$ cat src/rtl/mealy_pkg.sv
// mealy_pkg
//   Shared definitions for the Mealy job scheduler slice:
//     - controller state encoding (IDLE, CLEAR, RUN, DONE)
//     - detector core state encodings S00..S11 ({A,B})
//     - default job width
//     - pure next-state / output functions of the 2-bit Mealy detector
//   Ports: none (package).

package mealy_pkg;

  localparam int N_BITS_DEF = 8;

  typedef enum logic [1:0] {
    IDLE  = 2'd0,
    CLEAR = 2'd1,
    RUN   = 2'd2,
    DONE  = 2'd3
  } ctrl_state_e;

  localparam logic [1:0] S00 = 2'b00;
  localparam logic [1:0] S01 = 2'b01;
  localparam logic [1:0] S10 = 2'b10;
  localparam logic [1:0] S11 = 2'b11;

  // Detector transition table, state is {A,B}.
  function automatic logic [1:0] core_next(input logic [1:0] s, input logic x);
    logic [1:0] n;
    n = S00;
    case (s)
      S00:     n = x ? S01 : S00;
      S01:     n = x ? S10 : S11;
      S10:     n = x ? S11 : S00;
      S11:     n = x ? S11 : S10;
      default: n = S00;
    endcase
    return n;
  endfunction

  // y = ~B&(~A|~x) | B&~(A^x): 1 in S00, ~x in S01/S10, x in S11.
  function automatic logic core_out(input logic [1:0] s, input logic x);
    logic a;
    logic b;
    a = s[1];
    b = s[0];
    return (~b & (~a | ~x)) | (b & ~(a ^ x));
  endfunction

endpackage

$ cat src/rtl/mealy_core.sv
// mealy_core
//   2-bit Mealy sequence-detector core. Steps on x only when en is high,
//   can be forced back to S00 synchronously with clr.
//   Ports:
//     clk    in   clock, rising edge
//     rst    in   asynchronous active-high reset (state -> S00)
//     clr    in   synchronous clear to S00, has priority over en
//     en     in   advance the state by one input bit
//     x      in   serial input bit
//     y      out  combinational Mealy output
//     state  out  current state {A,B}

module mealy_core
  import mealy_pkg::*;
(
  input  logic       clk,
  input  logic       rst,
  input  logic       clr,
  input  logic       en,
  input  logic       x,
  output logic       y,
  output logic [1:0] state
);

  logic [1:0] state_q;
  logic [1:0] state_d;

  // Next state: clear wins over stepping; otherwise hold.
  always_comb begin
    state_d = state_q;
    if (clr) begin
      state_d = S00;
    end else if (en) begin
      state_d = core_next(state_q, x);
    end
  end

  // State register.
  always_ff @(posedge clk or posedge rst) begin
    if (rst) begin
      state_q <= S00;
    end else begin
      state_q <= state_d;
    end
  end

  assign y     = core_out(state_q, x);
  assign state = state_q;

endmodule

$ cat src/rtl/mealy_job_sched.sv
// mealy_job_sched
//   Round-robin scheduler sharing one mealy_core between two requesters.
//   A granted job is streamed LSB-first into the core, one bit per clock,
//   and the core output for each bit is collected into res.
//   Ports:
//     clk, rst            clock / asynchronous active-high reset
//     req0, req1          level job requests, held until granted
//     data0, data1        job bits, bit 0 streamed first
//     len0, len1          job length, clamped to N_BITS when latched
//     gnt0, gnt1          one-cycle acceptance pulse (CLEAR cycle)
//     res                 collected y bits, zero above the job length
//     res_valid           one-cycle result strobe
//     res_id              requester owning the result
//     busy                high whenever the controller is not IDLE
//     core_state          core {A,B}, debug visibility

module mealy_job_sched
  import mealy_pkg::*;
#(
  parameter int N_BITS = N_BITS_DEF,
  parameter int LW     = $clog2(N_BITS + 1)
) (
  input  logic              clk,
  input  logic              rst,
  input  logic              req0,
  input  logic              req1,
  input  logic [N_BITS-1:0] data0,
  input  logic [N_BITS-1:0] data1,
  input  logic [LW-1:0]     len0,
  input  logic [LW-1:0]     len1,
  output logic              gnt0,
  output logic              gnt1,
  output logic [N_BITS-1:0] res,
  output logic              res_valid,
  output logic              res_id,
  output logic              busy,
  output logic [1:0]        core_state
);

  localparam logic [LW-1:0] LEN_MAX = LW'(N_BITS);

  ctrl_state_e       state_q, state_d;
  logic              ptr_q, ptr_d;
  logic              id_q, id_d;
  logic [N_BITS-1:0] data_q, data_d;
  logic [LW-1:0]     len_q, len_d;
  logic [LW-1:0]     cnt_q, cnt_d;
  logic [N_BITS-1:0] res_q, res_d;

  logic              any_req;
  logic              win;
  logic [LW-1:0]     len_sel;
  logic [LW-1:0]     len_clamped;
  logic [LW-1:0]     len_last;
  logic [N_BITS-1:0] bit_sel;

  logic              core_clr;
  logic              core_en;
  logic              core_x;
  logic              core_y;
  logic [1:0]        core_st;

  // Arbitration: a lone request always wins; on a tie the pointer picks,
  // and ptr=0 means req0 is favoured.
  always_comb begin
    any_req = req0 | req1;
    if (req0 && req1) begin
      win = ptr_q;
    end else begin
      win = req1;
    end
    len_sel     = win ? len1 : len0;
    len_clamped = (len_sel > LEN_MAX) ? LEN_MAX : len_sel;
  end

  // One-hot select of the current bit keeps every index inside the vectors
  // regardless of the counter width.
  assign bit_sel  = N_BITS'(1) << cnt_q;
  assign len_last = len_q - LW'(1);

  // Controller next-state and datapath updates.
  always_comb begin
    state_d  = state_q;
    ptr_d    = ptr_q;
    id_d     = id_q;
    data_d   = data_q;
    len_d    = len_q;
    cnt_d    = cnt_q;
    res_d    = res_q;
    core_clr = 1'b0;
    core_en  = 1'b0;
    core_x   = 1'b0;

    case (state_q)
      IDLE: begin
        if (any_req) begin
          state_d = CLEAR;
          id_d    = win;
          data_d  = win ? data1 : data0;
          len_d   = len_clamped;
          cnt_d   = '0;
          res_d   = '0;
          ptr_d   = ~win;
        end
      end

      CLEAR: begin
        core_clr = 1'b1;
        state_d  = (len_q == '0) ? DONE : RUN;
      end

      RUN: begin
        core_en = 1'b1;
        core_x  = |(data_q & bit_sel);
        res_d   = core_y ? (res_q | bit_sel) : (res_q & ~bit_sel);
        if (cnt_q == len_last) begin
          state_d = DONE;
          cnt_d   = '0;
        end else begin
          cnt_d = cnt_q + LW'(1);
        end
      end

      DONE: begin
        state_d = IDLE;
      end

      default: begin
        state_d = IDLE;
      end
    endcase
  end

  // Controller registers.
  always_ff @(posedge clk or posedge rst) begin
    if (rst) begin
      state_q <= IDLE;
      ptr_q   <= 1'b0;
      id_q    <= 1'b0;
      data_q  <= '0;
      len_q   <= '0;
      cnt_q   <= '0;
      res_q   <= '0;
    end else begin
      state_q <= state_d;
      ptr_q   <= ptr_d;
      id_q    <= id_d;
      data_q  <= data_d;
      len_q   <= len_d;
      cnt_q   <= cnt_d;
      res_q   <= res_d;
    end
  end

  mealy_core u_core (
    .clk   (clk),
    .rst   (rst),
    .clr   (core_clr),
    .en    (core_en),
    .x     (core_x),
    .y     (core_y),
    .state (core_st)
  );

  assign gnt0       = (state_q == CLEAR) & ~id_q;
  assign gnt1       = (state_q == CLEAR) &  id_q;
  assign res_valid  = (state_q == DONE);
  assign busy       = (state_q != IDLE);
  assign res        = res_q;
  assign res_id     = id_q;
  assign core_state = core_st;

endmodule
$ cat config.mk
export PLATFORM = sky130hd
export DESIGN_NAME = mealy_job_sched
export DESIGN_NICKNAME = d
export VERILOG_FILES = /design/src/rtl/mealy_pkg.sv /design/src/rtl/mealy_core.sv /design/src/rtl/mealy_job_sched.sv
export SDC_FILE = /design/constraint.sdc
export NUM_CORES = 1
export LEC_CHECK = 0
export CORE_UTILIZATION = 51
export CTS_BUF_LIST = sky130_fd_sc_hd__clkbuf_2 sky130_fd_sc_hd__clkbuf_4 sky130_fd_sc_hd__clkbuf_8
export DETAILED_ROUTE_END_ITERATION = 6
export PLACE_DENSITY = 0.82
export SLEW_MARGIN = 20
export SYNTH_ARGS = -nofsm -noshare
export SYNTH_HDL_FRONTEND = slang
export SYNTH_HIERARCHICAL = 1
export SYNTH_SLANG_ARGS = --single-unit
$ cat constraint.sdc
create_clock -name clk -period 3.5 [get_ports clk]
set_clock_uncertainty 0.15 [all_clocks]
set_input_delay 0.35 -clock clk [delete_from_list [all_inputs] [get_ports clk]]
set_output_delay 0.35 -clock clk [all_outputs]
set_load 0.05 [all_outputs]
==> impl_metrics.ini <==
[clock_tree]
cts_root_buf = clkbuf_4
htree_levels = 2
clkTransAtPathRegs_ns = 0.10
ctsResizeCount = 0
cts_buffers = 5
cts_hold_buf = 0
clkSinkCount = 30
cts_tree = built
cts.path.max_buffers = 2
cts_setup_buffers = 0
worstSkewPairLatency_ns = 0.35

[floorplan]
start_util_pct = 53.7
coreArea_um2 = 3360
dieHeight_um = 61.5
die_x_um = 61.5
die_area_um2 = 3780
io_pins = 43
row_count = 21

[timing]
worst_pin_slew_ns = 0.606
whs_ns = 0.0487
period_minus_slack_ns = 2.93
setup_ws_ns = 0.567
setup_viol_count_final = 0
fmax_mhz = 341
drv_slew = 0
timing.final.crit_share_pct = 83.8
fin_tns_setup_ns = 0
finalHoldViolations = 0
slew_headroom_pct = 59.4
rsz0062_at_grt = no

[worst_setup_path]
crit_buf_inv = 1
critPathCaptureType = flip-flop
arrival_ns = 3.06
cp-start-kind = flip-flop
path_cells = inv_1 -> ha_1 -> a222oi_1 -> nand2_1 -> a222oi_1 -> nor3b_1 -> ha_1 -> mux2i_1 -> nand2_1 -> mux2i_1
crit_fanout = 6
required_ns = 3.62
critical_path.startpoint = cnt_q[0]$_DFFE_PP0P_
critical_path.max_stage_delay_ns = 0.46
reg2reg_depth = 10
crit_type = flip-flop to flip-flop
reg2reg_from = cnt_q[0]$_DFFE_PP0P_
cp_num_cells = 10
crit_family = compound AO/OA/AOI/OAI gates
slowest_stage = dfrtp_1

[drt]
antenna_left = 0
routed_wl_um = 4130
wl_per_cell_um = 15.2
drt_iter0_drc = 128
viasPerCell = 5.59
via_count = 1515
firstDrtPassIters = 4
drcViolationCount = 0

[power]
vdd_ir_drop_max_mv = 0.541
p_leak_nw = 1.11
total_power_mw = 2.14
powerDensity_nw_per_um2 = 896

[synth]
synthFlopType = dfrtp_1
synth-edff-count = 0
ys_ff_latch = 30
yosys_warnings = 6
postSynthAreaPerCell_um2 = 10.1
yosysUniqueCellTypes = 46
seq_area_frac_synth_pct = 41.6
synth_cells = 179
synthesis.area_um2 = 1810
synth_fp_nets = 219
synthArstFlopShare_pct = 100

[final_layout]
mostFrequentLayoutCells = clkdlybuf4s50_1 (42), dfrtp_1 (30), nand2_1 (23)
layout.nets = 264
final_area_um2 = 2380
drive_above_1_share_pct = 8.89
layout.cells.most_common = clkdlybuf4s50_1
n_fill_cell = 270
num_antenna_cells = 0
syn2layout_area_growth_pct = 32.1

[global_routing]
grt_max_degree = 29
antenna_found_initial = 0
grt_usage_pct = 24.4
grt_pass1_wl_um = 6600
grt_overflow_total = 0
grt_pass1_vias = 1423

[place]
dpl-instance-area_um2 = 2270
hpwl_um = 3190
pre_cts_slack_ns = 0.616
place.gp.congestion = 0.858
port_buffers = 42

[hold_path]
hold_path.class = primary input to async pin

[run_status]
status = complete, no violations

[job]
cap_violations = 0
layout make-up:
class / count / area [um^2] / share of cell area (%)
clock buffers: 6 / 51.3 / 2.15
clock inverters: 2 / 60.1 / 2.52
inverters: 15 / 56.3 / 2.36
multi-input cells: 128 / 973 / 40.8
flip-flops and latches: 30 / 751 / 31.5
well taps: 46 / 57.6 / 2.41
repair buffers: 44 / 435 / 18.3
path summary, 6_finish.rpt:
| check | endpoint | slack, ns |
|---|---|---|
| min in group clk | data_q[1]$_DFFE_PP0P_ | 0.38 |
| worst max-delay path | res[4]$_DFFE_PP0P_ | 0.57 |
| worst min register to register | data_q[1]$_DFFE_PP0P_ | 0.38 |
| worst max register to register | res[4]$_DFFE_PP0P_ | 0.57 |
| max in group asynchronous | cnt_q[0]$_DFFE_PP0P_ | 2.56 |
| worst min-delay path | u_core/state[0]$_DFFE_PP0P_ | 0.05 |
synthesized netlist by cell type, types with 2 or more instances:
library cell / instances / area share, %
nor2_1: 4 / 0.83
mux2i_1: 10 / 5.5
nand3_1: 4 / 1.1
o21ai_0: 5 / 1.4
a21oi_1: 4 / 1.1
buf_2: 2 / 0.55
clkbuf_1: 3 / 0.62
nor2b_1: 2 / 0.69
o21a_1: 2 / 0.83
xor2_1: 3 / 1.5
nor3_1: 3 / 0.83
nand2_1: 23 / 4.8
nor3b_1: 2 / 0.83
ha_1: 12 / 8.3
and2_1: 2 / 0.69
inv_1: 15 / 3.1
o21ai_1: 2 / 0.55
xnor2_2: 2 / 1.8
dfrtp_1: 30 / 42
nor3_2: 2 / 1.1
a21bo_2: 2 / 1.1
o22ai_1: 2 / 0.69
a222oi_1: 3 / 1.7
a221o_1: 8 / 4.4
o31ai_1: 2 / 0.83
and3_1: 10 / 3.5
per-layer routing:
metal	vias up	share of wire, %	GRT usage [%]
li1	740	-	-
met1	713	43	30.2
met2	56	50	39.3
met3	6	5.6	8.19
met4	0	1.4	9.84
met5	-	0	0
registers in the layout, summed over array words and instances, names as in the netlist:
signal / count
ptr_q: 1
data_q: 8
cnt_q: 4
state_q: 2
res: 8
res_id: 1
u_core/state: 2
len_q: 4
logic make-up after synthesis:
family | share of synthesized area [%]
XOR/XNOR | 4.50
adder cells (fa/ha/maj) | 8.32
multiplexers | 6.17
AND/OR/NAND/NOR | 18.1
flip-flops | 41.6
AO/OA/AOI/OAI | 16.8
buffers and inverters | 4.50
where the power goes:
group          leakage (nW)  switching, mW  internal, mW
Combinational         0.669          0.679         0.481
Clock                0.0585          0.130         0.242
Sequential            0.384          0.125         0.479
through the flow:
| stage | utilization, % | instances |
|---|---|---|
| floorplan | - | 179 |
| global placement | 67.6 | 263 |
| detailed placement | 67.6 | 263 |
| CTS | 70.9 | 271 |
| global route | 70.9 | 271 |
| finish | 70.9 | 271 |
Note: power is estimated with default switching activity, not from simulation.
